[src/rtl/pipe_pkg.sv]
// Shared definitions for the pipeline sequencer: instruction field positions,
// opcode/aluop encodings, the nop instruction and the multdiv FSM state type.
package pipe_pkg;

  localparam int OPCODE_LSB = 27;
  localparam int RD_LSB     = 22;
  localparam int RS_LSB     = 17;
  localparam int RT_LSB     = 12;
  localparam int ALUOP_LSB  = 2;

  localparam logic [4:0] OP_RTYPE = 5'b00000;
  localparam logic [4:0] OP_LW    = 5'b01000;
  localparam logic [4:0] OP_SW    = 5'b00111;
  localparam logic [4:0] OP_ADDI  = 5'b00101;
  localparam logic [4:0] OP_BNE   = 5'b00010;
  localparam logic [4:0] OP_BLT   = 5'b00110;
  localparam logic [4:0] OP_JR    = 5'b00100;

  localparam logic [4:0] ALU_MUL  = 5'b00110;
  localparam logic [4:0] ALU_DIV  = 5'b00111;

  localparam logic [31:0] NOP_IR  = 32'h0000_0000;

  typedef enum logic {
    MD_IDLE = 1'b0,
    MD_BUSY = 1'b1
  } md_state_e;

  // Registers an instruction reads, each with a flag saying whether it is really a source.
  typedef struct packed {
    logic       rs_vld;
    logic [4:0] rs;
    logic       rt_vld;
    logic [4:0] rt;
    logic       rd_vld;
    logic [4:0] rd;
  } src_regs_t;

  function automatic logic [4:0] ir_field(input logic [31:0] ir, input int lsb);
    return ir[lsb +: 5];
  endfunction

endpackage

[src/rtl/pipe_hazard_ctrl_if.sv]
// Instruction/status inputs and latch-control outputs of the pipeline sequencer.
// The slave modport is the sequencer; the master modport is the datapath side.
interface pipe_hazard_ctrl_if #(
  parameter int CNT_W = 32
);
  logic [31:0]      fd_ir;
  logic [31:0]      dx_ir;
  logic             branch_taken;
  logic             md_ready;
  logic             md_exception;

  logic             pc_en;
  logic             fd_en;
  logic             dx_en;
  logic             fd_bubble;
  logic             dx_bubble;
  logic             xm_bubble;
  logic             md_mult;
  logic             md_div;
  logic             xm_exc;
  logic             md_busy;
  logic [CNT_W-1:0] stall_cnt;

  modport master (
    output fd_ir, dx_ir, branch_taken, md_ready, md_exception,
    input  pc_en, fd_en, dx_en, fd_bubble, dx_bubble, xm_bubble,
           md_mult, md_div, xm_exc, md_busy, stall_cnt
  );

  modport slave (
    input  fd_ir, dx_ir, branch_taken, md_ready, md_exception,
    output pc_en, fd_en, dx_en, fd_bubble, dx_bubble, xm_bubble,
           md_mult, md_div, xm_exc, md_busy, stall_cnt
  );
endinterface

[src/rtl/ir_src_decode.sv]
// Extracts the source registers of one instruction: rs for R-type/addi/lw/sw,
// rt for R-type, and rd for sw/bne/blt/jr (those read rd rather than write it).
module ir_src_decode
  import pipe_pkg::*;
(
  input  logic [31:0] ir,
  output src_regs_t   src
);

  logic [4:0] opcode;
  logic       unused_ir;

  assign opcode    = ir_field(ir, OPCODE_LSB);
  assign unused_ir = ^ir[11:0];

  always_comb begin
    src.rs     = ir_field(ir, RS_LSB);
    src.rt     = ir_field(ir, RT_LSB);
    src.rd     = ir_field(ir, RD_LSB);
    src.rs_vld = (opcode inside {OP_RTYPE, OP_ADDI, OP_LW, OP_SW});
    src.rt_vld = (opcode == OP_RTYPE);
    src.rd_vld = (opcode inside {OP_SW, OP_BNE, OP_BLT, OP_JR});
  end

endmodule

[src/rtl/pipe_hazard_ctrl.sv]
// Pipeline sequencer: multdiv occupancy FSM, branch flush, load-use stall and a
// saturating stall counter. Load-use detection is built only with PIPE_LOAD_USE_STALL_EN.
module pipe_hazard_ctrl
  import pipe_pkg::*;
#(
  parameter int MD_TIMEOUT = 40,
  parameter int CNT_W      = 32
) (
  input  logic               clk,
  input  logic               clr_n,
  pipe_hazard_ctrl_if.slave  bus
);

  localparam int              TO_W    = $clog2(MD_TIMEOUT + 1);
  localparam logic [TO_W-1:0] TO_LAST = TO_W'(MD_TIMEOUT);

  md_state_e        state_q, state_d;
  logic [TO_W-1:0]  to_cnt_q, to_cnt_d;
  logic [CNT_W-1:0] stall_cnt_q;

  logic [4:0] dx_op, dx_alu;
  logic       dx_is_mul, dx_is_div;
  src_regs_t  fd_src;
  logic       load_use;
  logic       unused_dx;

  logic md_stall, md_release, md_exc, mult_p, div_p;
  logic pc_en;

  assign dx_op     = ir_field(bus.dx_ir, OPCODE_LSB);
  assign dx_alu    = ir_field(bus.dx_ir, ALUOP_LSB);
  assign dx_is_mul = (dx_op == OP_RTYPE) && (dx_alu == ALU_MUL);
  assign dx_is_div = (dx_op == OP_RTYPE) && (dx_alu == ALU_DIV);

  ir_src_decode u_fd_decode (
    .ir  (bus.fd_ir),
    .src (fd_src)
  );

`ifdef PIPE_LOAD_USE_STALL_EN
  logic [4:0] dx_rd;
  assign dx_rd = ir_field(bus.dx_ir, RD_LSB);

  always_comb begin
    load_use = 1'b0;
    if (dx_op == OP_LW && dx_rd != 5'd0)
      load_use = (fd_src.rs_vld && fd_src.rs == dx_rd) ||
                 (fd_src.rt_vld && fd_src.rt == dx_rd) ||
                 (fd_src.rd_vld && fd_src.rd == dx_rd);
  end
  assign unused_dx = ^{bus.dx_ir[21:7], bus.dx_ir[1:0]};
`else
  // Software schedules a nop after every lw, so no interlock is needed.
  assign load_use  = 1'b0;
  assign unused_dx = ^{fd_src, bus.dx_ir[26:7], bus.dx_ir[1:0]};
`endif

  // NOTE: every variable of a combinational block gets a default first; a path
  // that leaves one unassigned would infer a latch.
  always_comb begin
    state_d    = state_q;
    to_cnt_d   = to_cnt_q;
    md_stall   = 1'b0;
    md_release = 1'b0;
    md_exc     = 1'b0;
    mult_p     = 1'b0;
    div_p      = 1'b0;
    case (state_q)
      MD_IDLE: begin
        if (dx_is_mul || dx_is_div) begin
          mult_p   = dx_is_mul;
          div_p    = dx_is_div;
          md_stall = 1'b1;
          to_cnt_d = '0;
          state_d  = MD_BUSY;
        end
      end
      MD_BUSY: begin
        if (bus.md_ready) begin
          md_release = 1'b1;
          md_exc     = bus.md_exception;
          state_d    = MD_IDLE;
        end else if (to_cnt_q == TO_LAST) begin
          // Unit never answered: let the instruction retire flagged as an exception.
          md_release = 1'b1;
          md_exc     = 1'b1;
          state_d    = MD_IDLE;
        end else begin
          md_stall = 1'b1;
          to_cnt_d = to_cnt_q + 1'b1;
        end
      end
      default: state_d = MD_IDLE;
    endcase
  end

  // Priority: reset, multdiv stall/release, branch flush, load-use, normal flow.
  always_comb begin
    pc_en         = 1'b1;
    bus.fd_en     = 1'b1;
    bus.dx_en     = 1'b1;
    bus.fd_bubble = 1'b0;
    bus.dx_bubble = 1'b0;
    bus.xm_bubble = 1'b0;
    bus.md_mult   = 1'b0;
    bus.md_div    = 1'b0;
    bus.xm_exc    = 1'b0;
    if (!clr_n) begin
      // Nothing issues while held in reset.
    end else if (md_stall) begin
      pc_en         = 1'b0;
      bus.fd_en     = 1'b0;
      bus.dx_en     = 1'b0;
      bus.xm_bubble = 1'b1;
      bus.md_mult   = mult_p;
      bus.md_div    = div_p;
    end else if (md_release) begin
      bus.xm_exc = md_exc;
    end else if (bus.branch_taken) begin
      bus.fd_bubble = 1'b1;
      bus.dx_bubble = 1'b1;
    end else if (load_use) begin
      pc_en         = 1'b0;
      bus.fd_en     = 1'b0;
      bus.dx_bubble = 1'b1;
    end
  end

  // NOTE: clocked state uses non-blocking assignments so every register samples
  // the pre-edge values of the others.
  always_ff @(posedge clk or negedge clr_n) begin
    if (!clr_n) begin
      state_q     <= MD_IDLE;
      to_cnt_q    <= '0;
      stall_cnt_q <= '0;
    end else begin
      state_q  <= state_d;
      to_cnt_q <= to_cnt_d;
      if (!pc_en && stall_cnt_q != '1)
        stall_cnt_q <= stall_cnt_q + 1'b1;
    end
  end

  assign bus.pc_en     = pc_en;
  assign bus.md_busy   = (state_q == MD_BUSY);
  assign bus.stall_cnt = stall_cnt_q;

endmodule

[src/flat_wrapper.sv]
// flat-port wrapper written by rule: the top's interface ports become plain ports
module pipe_hazard_ctrl_flat import pipe_pkg::*;
#(
  parameter int MD_TIMEOUT = 40,
  parameter int CNT_W      = 32
)
  (clk, clr_n, bus_fd_ir, bus_dx_ir, bus_branch_taken, bus_md_ready, bus_md_exception, bus_pc_en, bus_fd_en, bus_dx_en, bus_fd_bubble, bus_dx_bubble, bus_xm_bubble, bus_md_mult, bus_md_div, bus_xm_exc, bus_md_busy, bus_stall_cnt);
  pipe_hazard_ctrl_if #(.CNT_W(CNT_W)) bus_i ();
  input  logic clk;
  input  logic clr_n;
  input wire logic [$bits(bus_i.fd_ir)-1:0] bus_fd_ir;
  input wire logic [$bits(bus_i.dx_ir)-1:0] bus_dx_ir;
  input wire logic [$bits(bus_i.branch_taken)-1:0] bus_branch_taken;
  input wire logic [$bits(bus_i.md_ready)-1:0] bus_md_ready;
  input wire logic [$bits(bus_i.md_exception)-1:0] bus_md_exception;
  output wire logic [$bits(bus_i.pc_en)-1:0] bus_pc_en;
  output wire logic [$bits(bus_i.fd_en)-1:0] bus_fd_en;
  output wire logic [$bits(bus_i.dx_en)-1:0] bus_dx_en;
  output wire logic [$bits(bus_i.fd_bubble)-1:0] bus_fd_bubble;
  output wire logic [$bits(bus_i.dx_bubble)-1:0] bus_dx_bubble;
  output wire logic [$bits(bus_i.xm_bubble)-1:0] bus_xm_bubble;
  output wire logic [$bits(bus_i.md_mult)-1:0] bus_md_mult;
  output wire logic [$bits(bus_i.md_div)-1:0] bus_md_div;
  output wire logic [$bits(bus_i.xm_exc)-1:0] bus_xm_exc;
  output wire logic [$bits(bus_i.md_busy)-1:0] bus_md_busy;
  output wire logic [$bits(bus_i.stall_cnt)-1:0] bus_stall_cnt;
  assign bus_i.fd_ir = bus_fd_ir;
  assign bus_i.dx_ir = bus_dx_ir;
  assign bus_i.branch_taken = bus_branch_taken;
  assign bus_i.md_ready = bus_md_ready;
  assign bus_i.md_exception = bus_md_exception;
  assign bus_pc_en = bus_i.pc_en;
  assign bus_fd_en = bus_i.fd_en;
  assign bus_dx_en = bus_i.dx_en;
  assign bus_fd_bubble = bus_i.fd_bubble;
  assign bus_dx_bubble = bus_i.dx_bubble;
  assign bus_xm_bubble = bus_i.xm_bubble;
  assign bus_md_mult = bus_i.md_mult;
  assign bus_md_div = bus_i.md_div;
  assign bus_xm_exc = bus_i.xm_exc;
  assign bus_md_busy = bus_i.md_busy;
  assign bus_stall_cnt = bus_i.stall_cnt;
  pipe_hazard_ctrl #(.MD_TIMEOUT(MD_TIMEOUT), .CNT_W(CNT_W)) u_core (.clk(clk), .clr_n(clr_n), .bus(bus_i));
endmodule
[config.mk]
export PLATFORM = sky130hd
export DESIGN_NAME = pipe_hazard_ctrl_flat
export DESIGN_NICKNAME = d
export VERILOG_FILES = /design/src/rtl/pipe_pkg.sv /design/src/rtl/pipe_hazard_ctrl_if.sv /design/src/rtl/ir_src_decode.sv /design/src/rtl/pipe_hazard_ctrl.sv /design/src/flat_wrapper.sv
export SDC_FILE = /design/constraint.sdc
export NUM_CORES = 1
export LEC_CHECK = 0
export CAP_MARGIN = 20
export CORE_UTILIZATION = 55
export CTS_BUF_LIST = sky130_fd_sc_hd__clkbuf_8
export CTS_CLUSTER_SIZE = 25
export DETAILED_ROUTE_END_ITERATION = 16
export DONT_BUFFER_PORTS = 1
export PLACE_DENSITY = 0.73
export SLEW_MARGIN = 20
export SYNTH_ARGS = -nofsm -noshare
export SYNTH_HDL_FRONTEND = slang
export SYNTH_HIERARCHICAL = 1
export SYNTH_SLANG_ARGS = --single-unit
[constraint.sdc]
create_clock -name clk -period 2.4 [get_ports clk]
set_input_delay 0.48 -clock clk [delete_from_list [all_inputs] [get_ports clk]]
set_output_delay 0.48 -clock clk [all_outputs]
set_load 0.01 [all_outputs]
==> results of run 1 <==
[cells in the final DEF, fill, tap and decap left out, types with 2 or more instances in the layout]
cell type,count
nor4_1,9
nor3_1,14
nor4b_2,3
buf_6,2
nor4_2,4
and4_1,6
buf_4,21
dfrtp_1,37
nand4_1,7
xor2_1,31
nor2b_1,3
xnor2_1,2
clkbuf_8,6
nor2_1,9
inv_1,4
or3_1,2
inv_2,2
nand3_1,11
ha_1,2
nor3b_1,2
mux2_2,2
and3_1,5
nor4b_1,2
dfrtp_2,2
o211ai_1,2
nand2_1,21
o21ai_0,4
[path summary, 6_finish.rpt]
kind	start	to	slack, ns	cells after the start
setup / recovery	u_core/to_cnt_q[0]	bus_dx_en	0.04	7
hold reg to reg	u_core/bus.stall_cnt[7]	u_core/bus.stall_cnt[7]	0.56	1
setup reg to reg	u_core/bus.stall_cnt[0]	u_core/bus.stall_cnt[14]	0.12	6
max in group asynchronous	clr_n	u_core/to_cnt_q[2]	2.19	1
min in group clk	u_core/bus.stall_cnt[7]	u_core/bus.stall_cnt[7]	0.56	1
hold / removal	clr_n	u_core/to_cnt_q[0]	0.02	1
[cells by family after synthesis]
kind of cell	count (synthesis)	share of synthesized area (%)
and+or+nand+nor	106	30.52
muxes	2	1.062
xor gates and xnor gates	33	13.64
buffers and inverters	14	3.482
adders and majority gates	3	1.771
DFF	39	46.05
AOI/OAI and AO/OA	9	3.483
[routing by layer]
layer  share of wire, %  vias to the layer above  track usage (%)
met4                1.1                        0            8.239
met3                7.2                        5            6.786
met2                 51                       77            41.49
li1                   -                      782                -
met1                 41                      833            30.24
met5                  0                        -                0
[critical path, cell delays in order, from the launching register on]
cell and delay (ns):
dfrtp_1 0.38, inv_2 0.07, ha_4 0.17, a311oi_4 0.39
or2_4 0.20, and2_4 0.19, inv_8 0.05, buf_6 0.13
[per-stage QoR]
step                      hold slack (ns)  power [mW]
final                             0.02078       1.340
after global routing              0.03200       1.392
after CTS                         0.02576       1.341
after detailed placement           0.1854      0.7620
after global placement             0.1859      0.7550
after floorplan                    0.1844      0.7471
[timing repair]
| action | CTS | global route |
|---|---|---|
| hold buffers | 1 | 0 |
| gates resized for setup | 3 | 14 |
| endpoints found under the setup margin | 3 | 4 |
| setup buffers | 5 | 9 |
| endpoints found under the hold margin | 39 | 0 |
| pin swaps | 1 | 8 |
[layout make-up]
cell class	count	area share, %
multi-input cells	153	44.28
flip-flops and latches	39	39.22
repair buffers	24	8.024
clock buffers	6	3.310
well taps	48	2.407
clock inverters	2	1.404
inverters	7	1.354
[flip-flops by register name, summed over array words and instances, names as in the netlist]
| register | cells |
|---|---|
| u_core/bus.stall_cnt | 32 |
| u_core/bus.md_busy | 1 |
| u_core/to_cnt_q | 6 |
[power groups by stage]
stage          registers (mW)  logic, mW  clock network [mW]
6_report                0.702     0.0802               0.558
5_1_grt                 0.704     0.0908               0.597
4_1_cts                 0.702     0.0650               0.574
3_5_place_dp            0.715     0.0472                   0
3_3_place_gp            0.713     0.0422                   0
2_1_floorplan           0.710     0.0368                   0
==> key figures, run 1 <==
CTS
  – CTS tree: done
  – H-tree levels: 2
  – Clock Path Buffers: 2
  – TritonCTS Buffers: 5
  – Clock root cell: clkbuf_8
  – Clock slew at reported path FFs: about 0.07 ns
  – # clock sinks: 39
  – Clk_lat worst skew: ~0.29 ns

Critical path
  – Critical path startpoint category: flop
  – CP Class: flop to output pin
  – Req. time, crit path: 1.92 ns
  – Worst EP arrival: 1.88 ns
  – Crit path max fanout: 7
  – CP endpoint kind: output pin

Cells and area
  – Sequential Area: 978.4 sq um
  – Layout cells sized above 1: 23.81%
  – Filler Cell Count: 297
  – Net count reported at finish: 302
  – Synth-to-layout area growth: 17.71%
  – Diodes inserted: 0
  – Finished Core Util: 67.64%
  – Multi-input logic area: 1105 sq um
  – Post-route cell area: around 2500 sq um
  – Post-Layout Cell Count: about 280

STA
  – Setup TNS: 0 ns
  – Tmin final: 2.358 ns
  – Slew margin rel.: 40.36%
  – Final hold vios: 0
  – Worst-Margin Slew: 0.8908 ns
  – Pins Over Slew Limit: 0
  – Highest clock rate: 424.1 MHz
  – Clock Skews: 0.004353 ns
  – Final setup violating endpoints: 0
  – Final worst slack: 0.04187 ns
  – Crit share post-route: 98.26%

Synthesis
  – Cell taking the most area after synthesis: dfrtp_1
  – Post-synth EDFFs: 0
  – Post-synthesis sequential area ratio: 46.04%
  – Syn Inst Count: 206
  – Distinct cell type count after synthesis: 36
  – Post-Syn Area: roughly 2100 sq um
  – Synth warnings: 6
  – Yosys reg bits: 39
  – Synth area leaders: dfrtp_1, xor2_1, nand2_1
  – Syn nets: 278
  – Most common cell in the netlist: dfrtp_1
  – Commonest cells in the netlist: dfrtp_1, xor2_1, nand2_1, nor3_1, nand3_1
  – Post-synthesis average cell area: 10.29 sq um
  – Synth async-reset ratio: 100.0%
  – Yosys top cell area share: between 40% and 50%
  – Dominant synthesized flop cell: dfrtp_1

Die
  – IO Pins: 111
  – Row count: 22
  – Chip Height: 64.08 um
  – Die area: between 4000 and 5000 sq um
  – Core area: 3689 sq um
  – Starting Density: 57.46%
  – Die X: 64.08 um

Place
  – Hpwl dp: 3257 um
  – Dpl ws: 0.09587 ns
  – Placed Instance Area: 2207 sq um
  – I/O Buffers: 0
  – RePlAce Congestion: 0.8301
  – Placed insts: 257

Power and ir drop
  – Comb pwr share: 6.0%
  – VDD IR max: 0.3639 mV
  – Clock network power share: 41.6%
  – Switching portion of total power: 21.80%
  – Lkg Pwr: 1.167 nW
  – P_sw: 0.2922 mW
  – Sequential share of power: ~52%
  – Pint: between 1 and 1.5 mW
  – Cell Pwr Density: about 540 nW/um^2

Global routing
  – Vias in the first global route: ~1600
  – GRT overflow: 0
  – Initial antenna violation count: 0
  – Tot GR Track Use: 24.59%
  – First-pass GRT wire length: 7665 um
  – Largest net degree at the start of global routing: 40

Min path
  – Worst min path class: input port to asynchronous set/reset pin

Detailed routing
  – Post-route DRC: 0
  – TritonRoute pass-1 iters: 4
  – Initial DRC count: 98
  – Via Count: around 1700
  – Vias/cell: 6.082
  – Post-DRT Antenna Nets: 0
  – Wire per inst: approximately 17 um
  – WL final: 4758 um

Run
  – MaxCap Viol Count: 0

Status
  – Outcome: finished, final reports clean
(Power assumes the default switching activity.)
==> run 2: changes to the inputs <==
--- a/config.mk
+++ b/config.mk
@@ -11,7 +11,7 @@
 export CTS_CLUSTER_SIZE = 25
 export DETAILED_ROUTE_END_ITERATION = 16
 export DONT_BUFFER_PORTS = 1
-export PLACE_DENSITY = 0.73
+export PLACE_DENSITY_LB_ADDON = 0.15
 export SLEW_MARGIN = 20
 export SYNTH_ARGS = -nofsm -noshare
 export SYNTH_HDL_FRONTEND = slang
==> run 2 against run 1 <==
Effect of this change: sequential share of layout area is 2.0 points higher; die area stayed put; combinational power shrank 17%; sequential cell count is the same; clock-buffer cell count is the same; register-to-register slack barely moved; first-iteration DRC count is 33% lower; via count decreased by 3.9%; total power shrank 9.9%; largest cell class unchanged.
==> key figures, run 2 (synthesized netlist as in run 1, its figures left out) <==
Status
  – Outcome: finished, final reports clean

Die
  – Starting Density: 57.46% (unchanged)
  – Chip Height: 64.08 um (unchanged)
  – Die area: 4106 sq um (unchanged)
  – Row count: 22 (unchanged)
  – IO Pins: 111 (unchanged)
  – Die X: 64.08 um (unchanged)
  – Core area: 3689 sq um (unchanged)

Critical path
  – Crit path max fanout: 8 (+1)
  – Critical path startpoint category: flop
  – CP endpoint kind: output pin
  – RR Startpoint: u_core/to_cnt_q[2]
  – Buffers and inverters on the worst path: 2 (-1)
  – Slowest cell on the critical path: dfrtp_2
  – Worst EP arrival: 1.81 ns (-0.07 ns)
  – Worst path cell trace: nor3b_4, a311oi_4, or2_4, and2_4, inv_6, buf_12
  – Max stage delay on crit path: 0.44 ns (+0.05 ns)
  – CP delay by family, top: simple AND/OR/NAND/NOR gates
  – CP Class: flop to output pin
  – R2r endpoint: u_core/bus.stall_cnt[27]
  – Req. time, crit path: 1.92 ns (about the same)
  – FF-to-FF setup slack: 0.12 ns (about the same)
  – Worst R2R Path Depth: 6 (unchanged)

Global routing
  – Largest net degree at the start of global routing: 40 (unchanged)
  – GRT overflow: 0 (unchanged)
  – Vias in the first global route: 1590 (-1.1%)
  – First-pass GRT wire length: 7493 um (-2.2%)
  – Tot GR Track Use: 24.07% (-0.52 points)
  – Initial antenna violation count: 0 (unchanged)

Place
  – Placed Instance Area: 2220 sq um (+0.57%)
  – RePlAce Congestion: 0.7779 (-6.3%)
  – I/O Buffers: 0 (unchanged)
  – Dpl ws: 0.07931 ns (-0.01656 ns)
  – Hpwl dp: 3152 um (-3.2%)

STA
  – Highest clock rate: 435.7 MHz (+2.8%)
  – Clock Skews: 0.006612 ns (+0.002259 ns)
  – Worst hold slack: 0.02297 ns (+0.002194 ns)
  – Slew margin rel.: 33.91% (-6.4 points)
  – Crit share post-route: 95.62% (-2.6 points)
  – Final hold vios: 0 (unchanged)
  – Worst-Margin Slew: 0.9871 ns (+0.09632 ns)
  – Final setup violating endpoints: 0 (unchanged)
  – Final worst slack: 0.1051 ns (+0.06322 ns)
  – Unrepaired setup endpoints after global routing: false
  – Tmin final: 2.295 ns (-0.06322 ns)
  – Pins Over Slew Limit: 0 (unchanged)
  – Setup TNS: 0 ns (unchanged)

Detailed routing
  – Met1 wire length: 1944 um (-0.36%)
  – WL final: 4473 um (-6.0%)
  – Top layer reached by signal wires: met4
  – Routed wl met2: 2157 um (-11%)
  – Post-route DRC: 0 (unchanged)
  – Initial DRC count: 66 (-33%)
  – Wire per inst: 16.63 um (-2.5%)
  – Vias/cell: 6.059 (-0.38%)
  – TritonRoute pass-1 iters: 4 (unchanged)
  – Post-DRT Antenna Nets: 0 (unchanged)
  – Met3 routed wirelength: 306 um (-10%)
  – Via Count: 1630 (-3.9%)

CTS
  – H-tree levels: 2 (unchanged)
  – Clock root cell: clkbuf_8
  – CTS tree: done
  – # clock sinks: 39 (unchanged)
  – TritonCTS Buffers: 5 (unchanged)
  – Clock slew at reported path FFs: 0.07 ns (about the same)
  – Clock Path Buffers: 2 (unchanged)
  – Clk_lat worst skew: 0.29 ns (about the same)

Power and ir drop
  – PnR Total Power: 1.207 mW (-9.9%)
  – VDD IR max: 0.3282 mV (-9.8%)
  – Cell Pwr Density: 507.7 nW/um^2 (-5.5%)
  – Lkg Pwr: 1.109 nW (-4.9%)

Min path
  – Worst min path class: input port to asynchronous set/reset pin

Cells and area
  – Synth-to-layout area growth: 12.16%
  – Layout cells sized above 1: 19.00% (-4.8 points)
  – Commonest non-fill, non-tap cell in the layout: dfrtp_1
  – Post-route cell area: 2377 sq um (-4.7%)
  – Net count reported at finish: 293 (-3.0%)
  – Diodes inserted: 0 (unchanged)
  – Max reg flops: 32 (unchanged)
  – Most frequent cells in the layout: dfrtp_1, xor2_1, nand2_1, nor3_1, buf_4

Run
  – MaxCap Viol Count: 0 (unchanged)
## run 2: metrics by stage
stage	util (%)	cells
2_1_floorplan	-	206
3_3_place_gp	60.18	257
3_5_place_dp	60.18	257
4_1_cts	63.70	267
5_1_grt	64.45	269
6_report	64.45	269
## run 2: timing repair
action                     4_1_cts  5_1_grt
pin swaps                        1        1
hold buffers                     1        0
setup endpoints to repair        2        3
resized for setup                3        6
setup buffers                    2        2
hold endpoints to repair        39        0
## run 2: report_power, final
group	total (mW)	leakage, nW	switching [mW]	internal [mW]
Clock	0.436	0.0470	0.211	0.225
Combinational	0.0663	0.542	0.0375	0.0288
Sequential	0.704	0.520	0.0275	0.677
## run 2: layer usage
layer	track usage [%]	vias up
li1	-	760
met3	8.214	7
met4	8.523	0
met5	0	-
met2	39.36	63
met1	29.44	800
## run 2: worst max path at each step
| stage | depth (start not counted) | to | start | slack (ns) |
|---|---|---|---|---|
| finish | 6 | bus_pc_en | u_core/to_cnt_q[2] | 0.11 |
| global placement | 7 | u_core/bus.stall_cnt[1] | u_core/bus.stall_cnt[0] | 0.12 |
| global route | 7 | u_core/bus.stall_cnt[1] | u_core/bus.stall_cnt[0] | 0.005 |
| CTS | 6 | bus_pc_en | u_core/to_cnt_q[2] | 0.007 |
| detailed placement | 7 | u_core/bus.stall_cnt[1] | u_core/bus.stall_cnt[0] | 0.08 |
| floorplan | 8 | bus_fd_en | bus_dx_ir[3] | 0.18 |
## run 2: layout make-up
type                    count  area, sq um
multi-input cells         153         1081
well taps                  48        60.06
flip-flops and latches     39        979.7
clock buffers               6        82.58
clock inverters             1        5.005
fillers                   313         1311
inverters                   7        31.28
repair buffers             15        137.6
